===== src/rtl/counter_vector_param.sv =====
// -----------------------------------------------------------------------------
// counter_vector_param
//
// Parametrised up/down counter with programmable width and modulus. The count
// runs modulo MAX+1 and either wraps or saturates at the boundaries. A
// registered terminal-count pulse marks every boundary event, and a sticky
// overflow flag records that at least one boundary event has occurred since
// the last clear. All outputs come directly from flops.
//
// Parameters:
//   WIDTH    : counter width in bits (1..32)
//   MAX      : terminal (highest) count, 1 <= MAX <= 2**WIDTH-1
//   SATURATE : 0 = wrap at the boundaries, 1 = hold at the boundaries
//
// Ports:
//   CLK      in   1      clock, rising edge active
//   RESET_N  in   1      asynchronous active-low reset
//   EN       in   1      count enable, one step per enabled cycle
//   DIR      in   1      0 = up, 1 = down
//   CLR      in   1      synchronous clear of C, TC and OVF (highest priority)
//   LOAD     in   1      synchronous load of min(D, MAX) into C
//   D        in   WIDTH  load value
//   OVF_CLR  in   1      synchronous clear of OVF (a same-edge event wins)
//   C        out  WIDTH  current count
//   TC       out  1      terminal-count pulse
//   OVF      out  1      sticky boundary-event flag
// -----------------------------------------------------------------------------
module counter_vector_param #(
  parameter int unsigned      WIDTH    = 8,
  parameter logic [WIDTH-1:0] MAX      = {WIDTH{1'b1}},
  parameter bit               SATURATE = 1'b0
) (
  input  logic             CLK,
  input  logic             RESET_N,
  input  logic             EN,
  input  logic             DIR,
  input  logic             CLR,
  input  logic             LOAD,
  input  logic [WIDTH-1:0] D,
  input  logic             OVF_CLR,
  output logic [WIDTH-1:0] C,
  output logic             TC,
  output logic             OVF
);

  logic [WIDTH-1:0] r_c;
  logic             r_tc;
  logic             r_ovf;

  logic [WIDTH-1:0] w_c_nxt;
  logic             w_tc_nxt;
  logic             w_ovf_nxt;
  logic [WIDTH-1:0] w_d_clamp;
  logic             w_at_max;
  logic             w_at_zero;

  assign w_at_max  = (r_c == MAX);
  assign w_at_zero = (r_c == '0);
  // A load never lets the count leave the 0..MAX range.
  assign w_d_clamp = (D > MAX) ? MAX : D;

  always_comb begin
    w_c_nxt   = r_c;
    w_tc_nxt  = 1'b0;
    // OVF_CLR is applied first so that a boundary event below overrides it.
    w_ovf_nxt = r_ovf & ~OVF_CLR;

    if (CLR) begin
      w_c_nxt   = '0;
      w_ovf_nxt = 1'b0;
    end else if (LOAD) begin
      w_c_nxt = w_d_clamp;
    end else if (EN) begin
      if (!DIR) begin
        if (w_at_max) begin
          w_tc_nxt  = 1'b1;
          w_ovf_nxt = 1'b1;
          w_c_nxt   = SATURATE ? MAX : '0;
        end else begin
          w_c_nxt = r_c + WIDTH'(1);
        end
      end else begin
        if (w_at_zero) begin
          w_tc_nxt  = 1'b1;
          w_ovf_nxt = 1'b1;
          w_c_nxt   = SATURATE ? '0 : MAX;
        end else begin
          w_c_nxt = r_c - WIDTH'(1);
        end
      end
    end
  end

  always_ff @(posedge CLK or negedge RESET_N) begin
    if (!RESET_N) begin
      r_c   <= '0;
      r_tc  <= 1'b0;
      r_ovf <= 1'b0;
    end else begin
      r_c   <= w_c_nxt;
      r_tc  <= w_tc_nxt;
      r_ovf <= w_ovf_nxt;
    end
  end

  assign C   = r_c;
  assign TC  = r_tc;
  assign OVF = r_ovf;

endmodule

===== config.mk =====
export PLATFORM = sky130hd
export DESIGN_NAME = counter_vector_param
export DESIGN_NICKNAME = d
export VERILOG_FILES = /design/src/rtl/counter_vector_param.sv
export SDC_FILE = /design/constraint.sdc
export NUM_CORES = 1
export LEC_CHECK = 0
export CAP_MARGIN = 10
export CORE_ASPECT_RATIO = 0.7
export CORE_MARGIN = 8
export CORE_UTILIZATION = 23
export CTS_CLUSTER_DIAMETER = 80
export DETAILED_ROUTE_END_ITERATION = 6
export PLACE_DENSITY = 0.47
export SLEW_MARGIN = 30
export SYNTH_ARGS = -nofsm -noshare
export SYNTH_HDL_FRONTEND = slang
export SYNTH_SLANG_ARGS = --single-unit

===== constraint.sdc =====
create_clock -name CLK -period 2.13 [get_ports CLK]
set_input_delay 0.426 -clock CLK [delete_from_list [all_inputs] [get_ports CLK]]
set_output_delay 0.426 -clock CLK [all_outputs]
set_load 0.05 [all_outputs]

==> metrics.csv, run 1 <==
stage,metric,value,unit
run_status,status,"finished, final reports clean",
hold_path,hold crit path type,flip-flop to flip-flop,
synth,main flop type after synthesis,dfrtp_1,
clock_network,worst skew pair latency,0.24,ns
setup_path,WP buf/inv,1,
synth,number of synthesized register bits,10,
clock_network,clock tree from TritonCTS,built,
sta,crit path time final,1.82,ns
sta,worst slew pin tran,0.542,ns
setup_path,CP top delay family,buffers and inverters,
clock_network,post-cts resize count,0,
placed_design,placed inst area,1250,sq um
setup_path,Setup crit start kind,flip-flop,
finish,area grow syn2layout,32.4,%
pwr,Peak supply drop,0.000203,V
clock_network,clock root cell,clkbuf_8,
setup_path,critical-path cell list,clkdlybuf4s50_1,
floorplanning,width of the die,93.8,um
pwr,combinational share of power,37.2,%
synth,syn_nets,134,
synth,"Distinct cells, synth",48,
detailed_routing,WL final,3100,um
detailed_routing,drt wl/cell,15.9,um
sta,final slew viol count,0,
floorplanning,Rows,19,
clock_network,# Post-CTS Setup Buffers,0,
synth,number of synthesized flops with an enable pin,0,
grt,initial antenna violation count,0,
synth,Synth warnings,0,
setup_path,Reg2Reg Depth,6,
detailed_routing,DR pass1 iterations,4,
clock_network,clk sink count,10,
pwr,Sw Ratio,37.8,%
hold_path,Hold Path Cell Cnt,1,
detailed_routing,Vias,994,
sta,skew final,0.00397,ns
placed_design,Buffers on Ports,24,
placed_design,DP Worst Slack,0.311,ns
setup_path,r2r setup slk,0.32,ns
grt,number of global-route vias before repair,981,
pwr,Pwr Density,551,nW/um^2
finish,non-filler instance count after layout,195,
synth,register area share after synthesis,25.7,%
finish,Final Cell Area,1290,sq um
setup_path,largest stage delay on the critical path,0.81,ns
synth,syn avg cell area,8.39,sq um
clock_network,Clock transition at path regs,0.05,ns
sta,PnR worst setup slack,0.310,ns
grt,GRT Total Usage,9.76,%
pwr,Cell Int Power,442,uW
floorplanning,Die H,70.4,um
clock_network,Max clock buf depth,2,
detailed_routing,ANT nets after route,0,
sta,count of final setup violators,0,
finish,fin nets,163,
clock_network,total CTS buffers,3,
setup_path,Slowest cell on crit path,clkdlybuf4s50_1,
sta,RSZ-0062 raised after global routing,false,
finish,# diodes,0,
synth,Mapped Area,973,sq um
sta,Peak Freq,549,MHz
synth,Yosys top cell by area,dfrtp_1,
floorplanning,Initial Util,24.4,%
flow_run,max-cap viol count,0,
placed_design,Placer Congestion,0.806,
setup_path,Critical Path AT,1.39,ns
pwr,sw power,268,uW
grt,Overflow after GRT,0,
hold_path,hold path endpoint,OVF,
detailed_routing,Iteration-0 DRC Markers,115,
setup_path,Worst setup EP type,output port,
setup_path,Worst EP required,1.70,ns
pwr,Leak,0.540,nW
hold_path,Hold Startpoint,OVF,
sta,Final Hold Fails,0,
detailed_routing,vias per cell,5.10,
pwr,Clk pwr share,29.2,%
synth,"FFs w/ async S/R, synth",100,%
placed_design,post-DP HPWL,2320,um
sta,crit share post-route,85.4,%
setup_path,critical path class,flip-flop to output port,
finish,"commonest non-fill, non-tap cell in the layout",buf_4,
clock_network,hold buffers post-CTS,0,
grt,first-pass GRT wire length,5130,um
setup_path,RR Startpoint,C[1],
sta,Worst slew margin,63.7,%
finish,most used cells in the layout excluding fill and tap cells,"buf_4 (18), clkdlybuf4s50_1 (16), nor2_1 (14), dfrtp_1 (10), a21oi_1 (9)",
placed_design,placed cell count,192,
sta,TNS Setup,0,ns
detailed_routing,DRC viols,0,
floorplanning,io pins,25,
synth,area share of the largest cell type after synthesis,25.7,%
grt,largest net degree at the start of global routing,15,
floorplanning,Core Box Area,3990,sq um
setup_path,crit path max fanout,2,
synth,Syn Inst Count,116,
floorplanning,Die ar.,6600,sq um
pwr,sequential power share,33.5,%
clock_network,CTS H-Tree Depth,1,
finish,share of cells above drive strength 1,19.6,%
setup_path,worst r2r dst,C[4],
synth,main area contributors after synthesis,"dfrtp_1 (26%), buf_6 (5.8%), nor2_1 (5.4%)",
## flip-flops by register name (all words and copies together), names as in the netlist
register	count
OVF	1
TC	1
C	8
## layout make-up
type                       instances  area, sq um
fill                             428         2710
multi-input combinational         91          618
timing repair buffer              34          295
sequential                        10          250
tap                               52         65.1
clock buffer                       3         41.3
inverter                           5         18.8
## power by group through the flow
stage / clock [mW] / sequential, mW / combinational (mW)
after global placement: 0 / 0.240 / 0.263
after detailed placement: 0 / 0.240 / 0.262
after global routing: 0.226 / 0.242 / 0.286
after floorplan: 0 / 0.266 / 0.150
after CTS: 0.215 / 0.237 / 0.264
final: 0.208 / 0.238 / 0.264
## worst max-delay path by stage
stage	cells after the start	endpoint	slack (ns)	startpoint
floorplan	6	C[4]	0.03	C[0]
global placement	3	C[3]	0.31	CLR
detailed placement	6	C[6]	0.31	EN
CTS	1	OVF	0.30	OVF
global route	6	C[4]	0.18	C[1]
finish	1	OVF	0.31	OVF
## cells by family after synthesis
logic type / after synthesis / synth area share [%]
simple gates: 48 / 27.4
compound gates: 35 / 27.6
buf+inv: 15 / 10.8
flops: 10 / 25.7
xor+xnor: 4 / 3.60
fa+ha+maj: 3 / 3.86
mux: 1 / 1.03
## routing by layer
layer / vias to the layer above / track usage (%) / part of all wire (%)
met3: 2 / 3.42 / 8.4
met1: 453 / 13.2 / 51
met5: - / 0 / 0
li1: 489 / - / -
met2: 50 / 14.3 / 40
met4: 0 / 1.93 / 0.32
## cells in the mapped netlist, drive strengths merged, types with 3 or more instances
cell type,count
nor3b,4
nand3,5
a21o,3
ha,3
a211oi,4
a31oi,3
nand4,3
nor3,5
a21oi,9
buf,9
nor2,14
dfrtp,10
inv,5
nand2,6
## through the flow
stage,power (mW),utilization (%),hold WS (ns)
6_report,0.710,32.3,0.487
5_1_grt,0.754,32.3,0.494
4_1_cts,0.716,32.3,0.489
3_5_place_dp,0.503,31.2,0.473
3_3_place_gp,0.503,31.2,0.467
2_1_floorplan,0.416,-,0.130
Note: power is estimated with default switching activity, not from simulation.
==> run 2: changes to the inputs <==
CORE_UTILIZATION = 50   (was 23)
CTS_BUF_LIST = sky130_fd_sc_hd__clkbuf_4   (was not set)
PLACE_DENSITY = 0.84   (was 0.47)
==> run 2 against run 1 <==
- die area decreased by 45%
- count of clock-buffer cells in the layout did not move
- non-clock buffer count is 2 lower
- register-to-register slack got worse by 0.09 ns
- worst setup slack worse by 0.26 ns
- design area is 5.0% lower
- power decreased by 10%
- critical path type unchanged
- via count is 0.70% lower
- worst hold slack got worse by 0.0072 ns
- final cell count shrank 16%
==> metrics.csv, run 2 (same netlist as run 1, synthesis figures left out) <==
stage,metric,value,unit,change
sta,Peak Freq,482,MHz,was 549 MHz
sta,worst slew pin tran,0.505,ns,was 0.542 ns
pwr,Leak,0.517,nW,was 0.540 nW
sta,PnR worst setup slack,0.0542,ns,was 0.310 ns
clock_network,Clock transition at path regs,0.08,ns,was 0.05 ns
setup_path,critical path class,flip-flop to output port,,unchanged
finish,most used cells in the layout excluding fill and tap cells,"clkdlybuf4s50_1 (19), nor2_1 (14), buf_4 (13), dfrtp_1 (10), a21oi_1 (9)",,"was buf_4 (18), clkdlybuf4s50_1 (16), nor2_1 (14), dfrtp_1 (10), a21oi_1 (9)"
setup_path,WP buf/inv,1,,unchanged
clock_network,clock root cell,clkbuf_4,,was clkbuf_8
sta,Worst slew margin,66.2,%,was 63.7%
detailed_routing,DRC viols,0,,unchanged
clock_network,clock tree from TritonCTS,built,,unchanged
detailed_routing,Vias,987,,was 994
sta,final hold slack,0.480,ns,was 0.487 ns
hold_path,hold crit path type,primary input to asynchronous set/reset pin,,was flip-flop to flip-flop
setup_path,CP top delay family,buffers and inverters,,unchanged
placed_design,placed inst area,1200,sq um,was 1250 sq um
run_status,status,"finished, final reports clean",,unchanged
finish,# fillers,172,,was 428
sta,crit share post-route,97.5,%,was 85.4%
floorplanning,Die H,52.9,um,was 70.4 um
flow_run,max-cap viol count,0,,unchanged
pwr,Peak supply drop,0.000340,V,was 0.000203 V
finish,Reg area,250,sq um,unchanged
placed_design,post-DP HPWL,1990,um,was 2320 um
grt,largest net degree at the start of global routing,13,,was 15
setup_path,Slowest cell on crit path,clkdlybuf4s50_1,,unchanged
clock_network,# Post-CTS Setup Buffers,0,,unchanged
grt,first-pass GRT wire length,4400,um,was 5130 um
finish,area of the multi-input gates,618,sq um,unchanged
setup_path,Worst setup EP type,output port,,unchanged
finish,"commonest non-fill, non-tap cell in the layout",clkdlybuf4s50_1,,was buf_4
sta,crit path time final,2.08,ns,was 1.82 ns
finish,non-filler instance count after layout,163,,was 195
detailed_routing,vias per cell,6.06,,was 5.10
grt,Overflow after GRT,0,,unchanged
setup_path,r2r setup slk,0.23,ns,was 0.32 ns
floorplanning,Core Box Area,1850,sq um,was 3990 sq um
setup_path,Critical Path AT,1.65,ns,was 1.39 ns
finish,share of cells above drive strength 1,16.3,%,was 19.6%
detailed_routing,Iteration-0 DRC Markers,81,,was 115
placed_design,Placer Congestion,1.00,,was 0.806
finish,max FFs per register,8,,unchanged
floorplanning,Initial Util,52.5,%,was 24.4%
sta,Final Hold Fails,0,,unchanged
placed_design,Buffers on Ports,24,,unchanged
finish,area grow syn2layout,25.8,%,was 32.4%
placed_design,placed cell count,160,,was 192
grt,GRT Total Usage,16.0,%,was 9.76%
placed_design,DP Worst Slack,0.252,ns,was 0.311 ns
finish,# diodes,0,,unchanged
floorplanning,Die ar.,3640,sq um,was 6600 sq um
finish,Final Util,66.1,%,was 32.3%
sta,final slew viol count,0,,unchanged
finish,fin nets,161,,was 163
pwr,Pwr Density,519,nW/um^2,was 551 nW/um^2
clock_network,Max clock buf depth,2,,unchanged
clock_network,post-cts resize count,0,,unchanged
sta,RSZ-0062 raised after global routing,false,,unchanged
setup_path,Worst EP required,1.70,ns,about the same
detailed_routing,drt wl/cell,16.7,um,was 15.9 um
detailed_routing,WL final,2720,um,was 3100 um
clock_network,worst skew pair latency,0.28,ns,was 0.24 ns
floorplanning,width of the die,68.7,um,was 93.8 um
sta,count of final setup violators,0,,unchanged
grt,initial antenna violation count,0,,unchanged
clock_network,total CTS buffers,3,,unchanged
floorplanning,Rows,13,,was 19
detailed_routing,ANT nets after route,0,,unchanged
clock_network,hold buffers post-CTS,0,,unchanged
sta,skew final,0.00920,ns,was 0.00397 ns
floorplanning,io pins,25,,unchanged
grt,number of global-route vias before repair,880,,was 981
setup_path,crit path max fanout,9,,was 2
setup_path,critical-path cell list,clkdlybuf4s50_1,,unchanged
detailed_routing,DR pass1 iterations,4,,unchanged
sta,TNS Setup,0,ns,unchanged
setup_path,largest stage delay on the critical path,0.87,ns,was 0.81 ns
clock_network,CTS H-Tree Depth,1,,unchanged
setup_path,Setup crit start kind,flip-flop,,unchanged
finish,Final Cell Area,1220,sq um,was 1290 sq um
pwr,Power Total,636,uW,was 710 uW
clock_network,clk sink count,10,,unchanged
run 2: power breakdown:
group          switching, mW  total, mW  internal, mW
clock                 0.0771      0.143        0.0655
sequential            0.0365      0.238         0.202
combinational          0.142      0.255         0.112
run 2: path summary, 6_finish.rpt:
| kind | startpoint | to | depth (start not counted) |
|---|---|---|---|
| max | C[1] | C[1] | 1 |
| min reg2reg | OVF | OVF | 1 |
| max in group asynchronous | RESET_N | C[1] | 1 |
| min | RESET_N | C[6] | 1 |
| min in group CLK | OVF | OVF | 1 |
| max reg2reg | C[0] | C[4] | 6 |
run 2: metal layers:
layer / global-route usage, % / share of wire (%) / routed length, um / up-vias
met5: 0 / 0 / 0 / -
met4: 3.65 / 1.1 / 30 / 0
met3: 6.53 / 9.3 / 252 / 6
met2: 22.7 / 44 / 1200 / 43
met1: 21.9 / 46 / 1240 / 457
li1: - / - / - / 481
run 2: layout make-up:
cell class                 instances  share of cell area (%)
sequential                        10                    20.4
multi-input combinational         91                    50.5
inverter                           5                    1.53
tap                               22                    2.25
timing repair buffer              32                    23.5
clock buffer                       3                    1.84
==> run 3: changes to the inputs <==
clock period = 2.2 ns   (was 2.13 ns; I/O delays follow)
==> run 3 against run 2 <==
- via count is 3.4% higher
- die area stayed put
- power is 2.6% lower
- global-route usage is 1.0 points higher
- non-clock buffer count stayed put
- worst setup slack better by 0.027 ns
- design area is 0.72% higher
- combinational power is 2% lower
==> metrics.csv, run 3 (same netlist as run 1, synthesis figures left out) <==
stage,metric,value,unit,change
finish,max FFs per register,8,,unchanged
setup_path,WP buf/inv,1,,unchanged
setup_path,Worst setup EP type,output port,,unchanged
floorplanning,Rows,13,,unchanged
pwr,Pwr Density,502,nW/um^2,was 519 nW/um^2
clock_network,clk sink count,10,,unchanged
setup_path,critical path class,flip-flop to output port,,unchanged
sta,TNS Setup,0,ns,unchanged
finish,# fillers,158,,was 172
pwr,combinational share of power,40.1,%,about the same
floorplanning,Core Box Area,1850,sq um,unchanged
setup_path,Critical Path AT,1.68,ns,was 1.65 ns
setup_path,Worst EP required,1.76,ns,was 1.70 ns
pwr,Leak,0.516,nW,was 0.517 nW
clock_network,post-cts resize count,0,,unchanged
detailed_routing,vias per cell,6.23,,was 6.06
setup_path,largest stage delay on the critical path,0.87,ns,about the same
sta,worst slew pin tran,0.517,ns,was 0.505 ns
setup_path,Slowest cell on crit path,clkdlybuf4s50_1,,unchanged
clock_network,Max clock buf depth,2,,unchanged
sta,Peak Freq,472,MHz,
pwr,Cell Int Power,371,uW,was 380 uW
setup_path,CP top delay family,buffers and inverters,,unchanged
sta,skew final,0.000640,ns,was 0.00920 ns
detailed_routing,DR pass1 iterations,4,,unchanged
sta,crit share post-route,96.3,%,
pwr,Clk pwr share,22.4,%,about the same
sta,RSZ-0062 raised after global routing,false,,unchanged
pwr,Peak supply drop,0.000332,V,was 0.000340 V
detailed_routing,WL final,2840,um,was 2720 um
grt,GRT Total Usage,17.0,%,was 16.0%
detailed_routing,drt wl/cell,17.3,um,was 16.7 um
grt,peak-usage layer in the global routing report,met2,,unchanged
clock_network,clock tree from TritonCTS,built,,unchanged
detailed_routing,Vias,1021,,was 987
finish,area grow syn2layout,26.7,%,was 25.8%
grt,initial antenna violation count,0,,unchanged
floorplanning,io pins,25,,unchanged
run_status,status,"finished, final reports clean",,unchanged
pwr,Power Total,619,uW,was 636 uW
placed_design,Placer Congestion,0.958,,was 1.00
finish,non-filler instance count after layout,164,,was 163
clock_network,# Post-CTS Setup Buffers,0,,unchanged
setup_path,critical-path cell list,clkdlybuf4s50_1,,unchanged
flow_run,max-cap viol count,0,,unchanged
sta,count of final setup violators,0,,unchanged
setup_path,CP startpoint,C[4],,was C[1]
finish,"commonest non-fill, non-tap cell in the layout",clkdlybuf4s50_1,,unchanged
setup_path,Setup crit start kind,flip-flop,,unchanged
setup_path,Critical Path Sink,C[4],,was C[1]
clock_network,CTS H-Tree Depth,1,,unchanged
setup_path,Reg2Reg Depth,6,,unchanged
detailed_routing,Iteration-0 DRC Markers,88,,was 81
setup_path,crit path max fanout,8,,was 9
sta,Worst slew margin,65.4,%,was 66.2%
clock_network,worst skew pair latency,0.28,ns,about the same
finish,share of cells above drive strength 1,14.8,%,was 16.3%
grt,GR Util met1,21.6,%,was 21.9%
floorplanning,Initial Util,52.5,%,unchanged
floorplanning,Die H,52.9,um,unchanged
grt,largest net degree at the start of global routing,13,,unchanged
grt,M3 GR Usage,8.00,%,was 6.53%
pwr,sequential power share,37.4,%,was 37.5%
hold_path,hold crit path type,primary input to asynchronous set/reset pin,,unchanged
setup_path,r2r setup slk,0.28,ns,was 0.23 ns
sta,final slew viol count,0,,unchanged
finish,# diodes,0,,unchanged
clock_network,Clock transition at path regs,0.07,ns,was 0.08 ns
floorplanning,Die ar.,3640,sq um,unchanged
pwr,Sw Ratio,40.0,%,was 40.3%
placed_design,placed cell count,160,,unchanged
setup_path,RR Startpoint,C[0],,unchanged
grt,number of global-route vias before repair,984,,was 880
clock_network,clock root cell,clkbuf_4,,unchanged
floorplanning,width of the die,68.7,um,unchanged
finish,most used cells in the layout excluding fill and tap cells,"clkdlybuf4s50_1 (21), nor2_1 (14), buf_4 (11), dfrtp_1 (10), a21oi_1 (9)",,"was clkdlybuf4s50_1 (19), nor2_1 (14), buf_4 (13), dfrtp_1 (10), a21oi_1 (9)"
clock_network,hold buffers post-CTS,0,,unchanged
setup_path,cell depth of the worst setup path,1,,unchanged
finish,fin nets,161,,unchanged
grt,Overflow after GRT,0,,unchanged
grt,first-pass GRT wire length,4750,um,was 4400 um
detailed_routing,ANT nets after route,0,,unchanged
setup_path,worst r2r dst,C[4],,unchanged
grt,global routing usage on met2,25.4,%,was 22.7%
sta,final hold slack,0.496,ns,was 0.480 ns
pwr,sw power,248,uW,was 256 uW
sta,crit path time final,2.12,ns,
sta,Final Hold Fails,0,,unchanged
placed_design,Buffers on Ports,24,,unchanged
finish,Reg area,250,sq um,unchanged
clock_network,total CTS buffers,3,,unchanged
placed_design,post-DP HPWL,2100,um,was 1990 um
detailed_routing,DRC viols,0,,unchanged
finish,area of the multi-input gates,618,sq um,unchanged
[run 3: cell count changes in the layout (fill, tap and decap cells not counted)]
cell,before,now
buf_4,13,11
clkinv_1,0,1
clkdlybuf4s50_1,19,21
[run 3: worst min-delay path by stage]
| stage | start | endpoint | slack (ns) |
|---|---|---|---|
| finish | RESET_N | C[5] | 0.50 |
| floorplan | RESET_N | C[0] | 0.14 |
| global route | OVF | OVF | 0.51 |
| global placement | OVF | OVF | 0.46 |
| detailed placement | OVF | OVF | 0.48 |
| CTS | OVF | OVF | 0.50 |
[run 3: final cells by class]
type / count / share of cell area (%)
well taps: 22 / 2.23
multi-input cells: 91 / 50.1
clock inverters: 1 / 0.304
clock buffers: 3 / 1.83
repair buffers: 32 / 23.7
flip-flops and latches: 10 / 20.3
inverters: 5 / 1.52
[run 3: routing by layer]
layer,up-vias,part of all wire [%],wire length [um]
met2,58,45,1280
met5,-,0,0
li1,482,-,-
met1,479,43,1220
met4,0,0.42,12
met3,2,11,325
[run 3: through the flow]
step           cell area [sq um]  setup slack [ns]  utilization [%]
2_1_floorplan                973             0.102                -
3_3_place_gp                1210             0.388             65.1
3_5_place_dp                1210             0.324             65.1
4_1_cts                     1230            0.0888             66.5
5_1_grt                     1230            0.0418             66.5
6_report                    1230            0.0807             66.5
[run 3: power by group through the flow]
stage               registers [mW]  logic (mW)  clock network [mW]
floorplan                    0.257       0.145                   0
global placement             0.232       0.244                   0
detailed placement           0.234       0.245                   0
CTS                          0.230       0.248               0.144
global route                 0.235       0.270               0.150
finish                       0.232       0.249               0.139
[run 3: worst register-to-register path, delay by kind of cell, from the launching register on]
kind | cells | cell delay (ns)
buf+inv | 1 | 0.14
compound gates | 3 | 0.77
fa+ha+maj | 1 | 0.23
simple gates | 1 | 0.15
flops | 1 | 0.52
